[src/rtl/uart_pkg.sv]
// Shared UART definitions: FSM state encoding, parity mode codes, oversampling ratio.
// Imported by the receiver and its helper blocks.
package uart_pkg;

    localparam int OVERSAMPLE = 4;

    // Tick counter values: mid-start-bit check and last tick of a bit period.
    localparam logic [1:0] TCNT_MID  = 2'(OVERSAMPLE / 2 - 1);
    localparam logic [1:0] TCNT_LAST = 2'(OVERSAMPLE - 1);

    localparam logic [1:0] PAR_NONE = 2'b00;
    localparam logic [1:0] PAR_EVEN = 2'b01;
    localparam logic [1:0] PAR_ODD  = 2'b10;

    typedef enum logic [2:0] {
        ST_IDLE,
        ST_START,
        ST_DATA,
        ST_PARITY,
        ST_STOP,
        ST_BREAK
    } uart_state_t;

    // Code 2'b11 is reserved and behaves like PAR_NONE.
    function automatic logic parity_enabled(input logic [1:0] mode);
        return (mode == PAR_EVEN) || (mode == PAR_ODD);
    endfunction

endpackage

[src/rtl/uart_rx_os4_if.sv]
// Receive-byte holding register handshake: data plus valid/ready.
// master = receiver, slave = consuming peripheral bus logic.
interface uart_rx_os4_if #(
    parameter int DATA_W = 8
);
    logic [DATA_W-1:0] rx_data;
    logic              rx_valid;
    logic              rx_ready;

    modport master (output rx_data, output rx_valid, input  rx_ready);
    modport slave  (input  rx_data, input  rx_valid, output rx_ready);
endinterface

[src/rtl/uart_sync.sv]
// Multi-flop synchronizer for an asynchronous serial line; resets to idle-high.
// Latency SYNC_STAGES clk; no backpressure.
module uart_sync #(
    parameter int SYNC_STAGES = 2
) (
    input  logic clk,
    input  logic rstn,
    input  logic d,
    output logic q
);
    logic [SYNC_STAGES-1:0] chain;

    always_ff @(posedge clk or negedge rstn) begin
        if (!rstn) chain <= '1;
        else       chain <= {chain[SYNC_STAGES-2:0], d};
    end

    assign q = chain[SYNC_STAGES-1];
endmodule

[src/rtl/uart_rx_os4.sv]
// 4x-oversampled 8N1/8E1/8O1 UART receiver with a one-byte valid/ready holding register.
// Byte appears 1 clk after the stop-bit tick; a byte arriving while the register is full is dropped as overrun.
module uart_rx_os4
    import uart_pkg::*;
#(
    parameter int SYNC_STAGES = 2,
    parameter int DATA_W      = 8
) (
    input  logic                 clk,
    input  logic                 rstn,
    input  logic                 baudtick,
    input  logic                 rxd,
    input  logic [1:0]           parity_mode,
    input  logic                 clr_err,
    output logic                 err_frame,
    output logic                 err_parity,
    output logic                 err_overrun,
    output logic                 rx_busy,
    uart_rx_os4_if.master        rx
);
    localparam int BW = $clog2(DATA_W + 1);

    logic              rxd_s;
    uart_state_t       state;
    logic [1:0]        tcnt;
    logic [BW-1:0]     bitcnt;
    logic [DATA_W-1:0] shreg;
    logic [1:0]        mode_q;
    logic              par_bad;
    logic [DATA_W-1:0] data_q;
    logic              valid_q;

    uart_sync #(.SYNC_STAGES(SYNC_STAGES)) u_sync (
        .clk  (clk),
        .rstn (rstn),
        .d    (rxd),
        .q    (rxd_s)
    );

    logic stop_tick, stop_ok, stop_bad_par, stop_low;
    assign stop_tick    = baudtick && (state == ST_STOP) && (tcnt == TCNT_LAST);
    assign stop_low     = stop_tick && !rxd_s;
    assign stop_bad_par = stop_tick && rxd_s && par_bad;
    assign stop_ok      = stop_tick && rxd_s && !par_bad;

    always_ff @(posedge clk or negedge rstn) begin
        if (!rstn) begin
            state   <= ST_IDLE;
            tcnt    <= '0;
            bitcnt  <= '0;
            shreg   <= '0;
            mode_q  <= PAR_NONE;
            par_bad <= 1'b0;
        end else begin
            if (state == ST_IDLE) mode_q <= parity_mode;
            if (baudtick) begin
                unique case (state)
                    ST_IDLE: begin
                        if (!rxd_s) begin
                            state <= ST_START;
                            tcnt  <= '0;
                        end
                    end
                    ST_START: begin
                        if (tcnt == TCNT_MID) begin
                            if (rxd_s) begin
                                state <= ST_IDLE;
                            end else begin
                                state   <= ST_DATA;
                                tcnt    <= '0;
                                bitcnt  <= '0;
                                par_bad <= 1'b0;
                            end
                        end else begin
                            tcnt <= tcnt + 2'd1;
                        end
                    end
                    // The 2-bit counter wraps to 0 on the sampling tick by itself.
                    ST_DATA: begin
                        tcnt <= tcnt + 2'd1;
                        if (tcnt == TCNT_LAST) begin
                            shreg  <= {rxd_s, shreg[DATA_W-1:1]};
                            bitcnt <= bitcnt + 1'b1;
                            if (bitcnt == BW'(DATA_W - 1))
                                state <= parity_enabled(mode_q) ? ST_PARITY : ST_STOP;
                        end
                    end
                    ST_PARITY: begin
                        tcnt <= tcnt + 2'd1;
                        if (tcnt == TCNT_LAST) begin
                            par_bad <= ((^shreg) ^ rxd_s) != (mode_q == PAR_ODD);
                            state   <= ST_STOP;
                        end
                    end
                    ST_STOP: begin
                        tcnt <= tcnt + 2'd1;
                        if (tcnt == TCNT_LAST) state <= rxd_s ? ST_IDLE : ST_BREAK;
                    end
                    ST_BREAK: begin
                        if (rxd_s) state <= ST_IDLE;
                    end
                    default: state <= ST_IDLE;
                endcase
            end
        end
    end

    // Holding register and sticky flags; a set in the same cycle as clr_err wins.
    always_ff @(posedge clk or negedge rstn) begin
        if (!rstn) begin
            data_q      <= '0;
            valid_q     <= 1'b0;
            err_frame   <= 1'b0;
            err_parity  <= 1'b0;
            err_overrun <= 1'b0;
        end else begin
            if (valid_q && rx.rx_ready) valid_q <= 1'b0;
            if (stop_ok && (!valid_q || rx.rx_ready)) begin
                data_q  <= shreg;
                valid_q <= 1'b1;
            end
            if (clr_err) begin
                err_frame   <= 1'b0;
                err_parity  <= 1'b0;
                err_overrun <= 1'b0;
            end
            if (stop_low)                             err_frame   <= 1'b1;
            if (stop_bad_par)                         err_parity  <= 1'b1;
            if (stop_ok && valid_q && !rx.rx_ready)   err_overrun <= 1'b1;
        end
    end

    assign rx.rx_data  = data_q;
    assign rx.rx_valid = valid_q;
    assign rx_busy     = (state != ST_IDLE);
endmodule

[src/flat_wrapper.sv]
// flat-port wrapper written by rule: the top's interface ports become plain ports
module uart_rx_os4_flat import uart_pkg::*;
#(
    parameter int SYNC_STAGES = 2,
    parameter int DATA_W      = 8
)
  (clk, rstn, baudtick, rxd, parity_mode, clr_err, err_frame, err_parity, err_overrun, rx_busy, rx_rx_data, rx_rx_valid, rx_rx_ready);
  uart_rx_os4_if #(.DATA_W(DATA_W)) rx_i ();
  input  logic clk;
  input  logic rstn;
  input  logic baudtick;
  input  logic rxd;
  input  logic [1:0] parity_mode;
  input  logic clr_err;
  output logic err_frame;
  output logic err_parity;
  output logic err_overrun;
  output logic rx_busy;
  output wire logic [$bits(rx_i.rx_data)-1:0] rx_rx_data;
  output wire logic [$bits(rx_i.rx_valid)-1:0] rx_rx_valid;
  input wire logic [$bits(rx_i.rx_ready)-1:0] rx_rx_ready;
  assign rx_rx_data = rx_i.rx_data;
  assign rx_rx_valid = rx_i.rx_valid;
  assign rx_i.rx_ready = rx_rx_ready;
  uart_rx_os4 #(.SYNC_STAGES(SYNC_STAGES), .DATA_W(DATA_W)) u_core (.clk(clk), .rstn(rstn), .baudtick(baudtick), .rxd(rxd), .parity_mode(parity_mode), .clr_err(clr_err), .err_frame(err_frame), .err_parity(err_parity), .err_overrun(err_overrun), .rx_busy(rx_busy), .rx(rx_i));
endmodule
[config.mk]
export PLATFORM = sky130hd
export DESIGN_NAME = uart_rx_os4_flat
export DESIGN_NICKNAME = d
export VERILOG_FILES = /design/src/rtl/uart_pkg.sv /design/src/rtl/uart_rx_os4_if.sv /design/src/rtl/uart_sync.sv /design/src/rtl/uart_rx_os4.sv /design/src/flat_wrapper.sv
export SDC_FILE = /design/constraint.sdc
export NUM_CORES = 1
export LEC_CHECK = 0
export CAP_MARGIN = 20
export CORE_MARGIN = 1.5
export CORE_UTILIZATION = 59
export DETAILED_ROUTE_END_ITERATION = 10
export GPL_TIMING_DRIVEN = 1
export HOLD_SLACK_MARGIN = 0.15
export PLACE_DENSITY = 0.84
export SETUP_SLACK_MARGIN = 0.2
export SYNTH_ARGS = -nofsm -noshare
export SYNTH_HDL_FRONTEND = slang
export SYNTH_SLANG_ARGS = --single-unit
[constraint.sdc]
create_clock -name clk -period 5.5 [get_ports clk]
set_input_delay 1.1 -clock clk [delete_from_list [all_inputs] [get_ports clk]]
set_output_delay 1.1 -clock clk [all_outputs]
set_load 0.01 [all_outputs]
==> results.sh <==
export IMPL_grtUsageTotal_pct=22.7
export IMPL_dr_pass1_iters=4
export IMPL_area_growth_pct=15.3
export IMPL_cts_root_buf="clkbuf_4"
export IMPL_slew_limit_headroom_pct=60.3
export IMPL_drt_iter0_drc=29
export IMPL_setup_viol=0
export IMPL_hold_class="reg2reg"
export IMPL_die_x_um=57.4
export IMPL_vias=1175
export IMPL_insertion_delay_ns=0.35
export IMPL_max_freq_ghz=0.323
export IMPL_place_area_um2=1950
export IMPL_synthesis_area_um2=1740
export IMPL_synth_area_mux_share_pct=15.0
export IMPL_fp_coreArea_um2=2780
export IMPL_cp_required_ns=4.40
export IMPL_finClkSkew_ns=0.0105
export IMPL_synthesis_nets=160
export IMPL_hold_viol_final=0
export IMPL_seqPwrFrac_pct=46.5
export IMPL_p_per_area_nw_per_um2=352
export IMPL_place_congestion=0.824
export IMPL_placed_cells=192
export IMPL_antenna_found_initial=0
export IMPL_drv_cap=0
export IMPL_tightest_slew_ns=0.593
export IMPL_synth_xor_area_share_pct=4.81
export IMPL_period_share_pct=56.3
export IMPL_p_switching_mw=0.247
export IMPL_clk_path_buf_depth=2
export IMPL_start_kind="register"
export IMPL_die_area_um2=3290
export IMPL_num_io_pins=21
export IMPL_synth_async_reset_ratio_pct=100
export IMPL_wl_per_cell_um=15.8
export IMPL_critical_path_max_stage_delay_ns=0.60
export IMPL_cts_tree="done"
export IMPL_final_common_cell="dfrtp_1"
export IMPL_via_per_inst=5.88
export IMPL_crit_chain="nor3_1 > inv_1 > clkdlybuf4s50_1"
export IMPL_post_cts_resize_count=0
export IMPL_final_nets=181
export IMPL_design_area_um2=2010
export IMPL_cts_setup_buffers=0
export IMPL_r2r_slack_ns=3.23
export IMPL_final_cells=200
export IMPL_drive_gt1_share_pct=21.3
export IMPL_mostFrequentLayoutCells="dfrtp_1, clkdlybuf4s50_1, mux2_4, nand2_1, mux2_2"
export IMPL_critical_path_class="reg2out"
export IMPL_final_min_clock_period_ns=3.10
export IMPL_ys_types=42
export IMPL_ys_flop_type="dfrtp_1"
export IMPL_hpwl_um=2280
export IMPL_drt_antenna_violating_nets=0
export IMPL_synth_adder_area_share_pct=3.59
export IMPL_diodes=0
export IMPL_status="completed"
export IMPL_die_h_um=57.4
export IMPL_route_detailed_drc=0
export IMPL_drt_wl_total_um=3160
export IMPL_synth_edf_count=0
export IMPL_rows=19
export IMPL_crit_fanout=20
export IMPL_crit_family="flip-flops"
export IMPL_clkSinkCount=34
export IMPL_ys_seq_elements=34
export IMPL_yosys_area_share_simple_pct=10.4
export IMPL_grt_pass1_wl_um=5460
export IMPL_critPathBufInv=2
export IMPL_grt_pass1_vias=1167
export IMPL_ys_seq_area_share_pct=49.0
export IMPL_cts_buffers=5
export IMPL_h_tree_depth=2
export IMPL_internal_power_mw=0.461
export IMPL_rsz0062_at_grt="false"
export IMPL_yosys_warnings=0
export IMPL_grt_max_degree=35
export IMPL_critPathArrivalTime_ns=2.00
export IMPL_slowest_stage="dfrtp_1"
export IMPL_postCtsHoldBufs=0
export IMPL_clk_pin_slew_worst_paths_ns=0.10
export IMPL_tns_ns=0
export IMPL_synth_compound_gate_area_share_pct=13.0
export IMPL_start_util_pct=62.7
export IMPL_endpoint_kind="primary output"
export IMPL_power_share_combinational_pct=32.9
export IMPL_p_sw_share_pct=34.9
export IMPL_drv_slew=0
export IMPL_ir_drop_mv=0.304
export IMPL_synth_top_family_by_area="multiplexers"
export IMPL_synth_area_per_cell_um2=11.9
export IMPL_synthCells=147
export IMPL_p_leak_nw=0.910
export IMPL_hold_slack_ns=0.364
export IMPL_grt_ovfl_total=0
export IMPL_pwr_share_clk_pct=20.6
export IMPL_io_buffers=20
## stage by stage
step,total power [mW],utilization [%],setup WS [ns]
6_report,0.708,72.2,2.40
5_1_grt,0.760,72.2,2.23
4_1_cts,0.715,72.2,2.38
3_5_place_dp,0.567,70.0,2.29
3_3_place_gp,0.555,70.0,2.36
2_1_floorplan,0.511,-,3.20
## routing by layer
metal  vias to the layer above  GRT usage [%]  part of all wire [%]
met5                         -              0                     0
met4                         0           11.6                   3.3
met3                        10           8.16                   5.0
met2                        30           32.8                    46
met1                       572           30.3                    46
li1                        563              -                     -
## synthesized netlist by cell type, types with 2 or more instances
library cell  count  share of area [%]
a21oi_1           4                1.1
buf_2             2               0.57
buf_4             2               0.86
clkbuf_1          2               0.43
dfrtp_1          32                 46
dfstp_2           2                3.0
ha_1              5                3.6
inv_1             8                1.7
mux2_2            9                5.8
mux2_4           10                8.6
nand2_1           9                1.9
nand2b_1          2               0.72
nand3_1           2               0.57
nor2_1            6                1.3
nor2b_1           5                1.8
nor3_1            2               0.57
o21ai_0           8                2.3
o2bb2ai_1         3                1.5
o31ai_1           6                2.6
xnor2_1           6                3.0
## worst register-to-register path: cells and delay by family (launching register included)
kind	cells	cell delay, ns
and+or+nand+nor	3	1.19
DFF	1	0.64
muxes	1	0.35
## cells by family after synthesis
| group | count (synthesis) |
|---|---|
| AO/OA/AOI/OAI | 32 |
| XOR/XNOR | 8 |
| adder cells (fa/ha/maj) | 5 |
| buffers and inverters | 15 |
| multiplexers | 20 |
| flip-flops | 34 |
| AND/OR/NAND/NOR | 33 |
## final timing paths
| check | startpoint | endpoint | cells after the start |
|---|---|---|---|
| worst min register to register | u_core.u_sync.chain[0]$_DFF_PN1_ | u_core.u_sync.chain[1]$_DFF_PN1_ | 0 |
| max in group asynchronous | rstn | u_core.u_sync.chain[1]$_DFF_PN1_ | 2 |
| worst max-delay path | u_core.state[1]$_DFFE_PN0P_ | rx_busy | 3 |
| worst min-delay path | u_core.u_sync.chain[0]$_DFF_PN1_ | u_core.u_sync.chain[1]$_DFF_PN1_ | 0 |
| worst max register to register | u_core.state[2]$_DFFE_PN0P_ | u_core.rx.rx_data[6]$_DFFE_PN0P_ | 4 |
| min in group asynchronous | rstn | u_core.bitcnt[3]$_DFFE_PN0P_ | 2 |
## power by group through the flow
stage               clock network, mW  logic [mW]  registers [mW]
floorplan                           0       0.208           0.303
global placement                    0       0.224           0.331
detailed placement                  0       0.232           0.334
CTS                             0.152       0.234           0.329
global route                    0.163       0.261           0.336
finish                          0.146       0.233           0.330
## sequential cells by signal, summed over array words and instances, names as in the netlist
signal	count
u_core.tcnt	2
u_core.state	3
u_core.shreg	8
u_core.err_overrun	1
u_core.rx.rx_data	8
u_core.mode_q	2
u_core.bitcnt	4
u_core.err_parity	1
u_core.par_bad	1
u_core.rx.rx_valid	1
u_core.err_frame	1
u_core.u_sync.chain	2
## layout make-up
class                   count  area, um^2
repair buffers             21         208
well taps                  31        38.8
clock inverters             2        12.5
multi-input cells          98         816
clock buffers               6        51.3
inverters                   8        30.0
flip-flops and latches     34         853
fillers                   210         772
No activity file was read; power rests on OpenSTA's default activity.
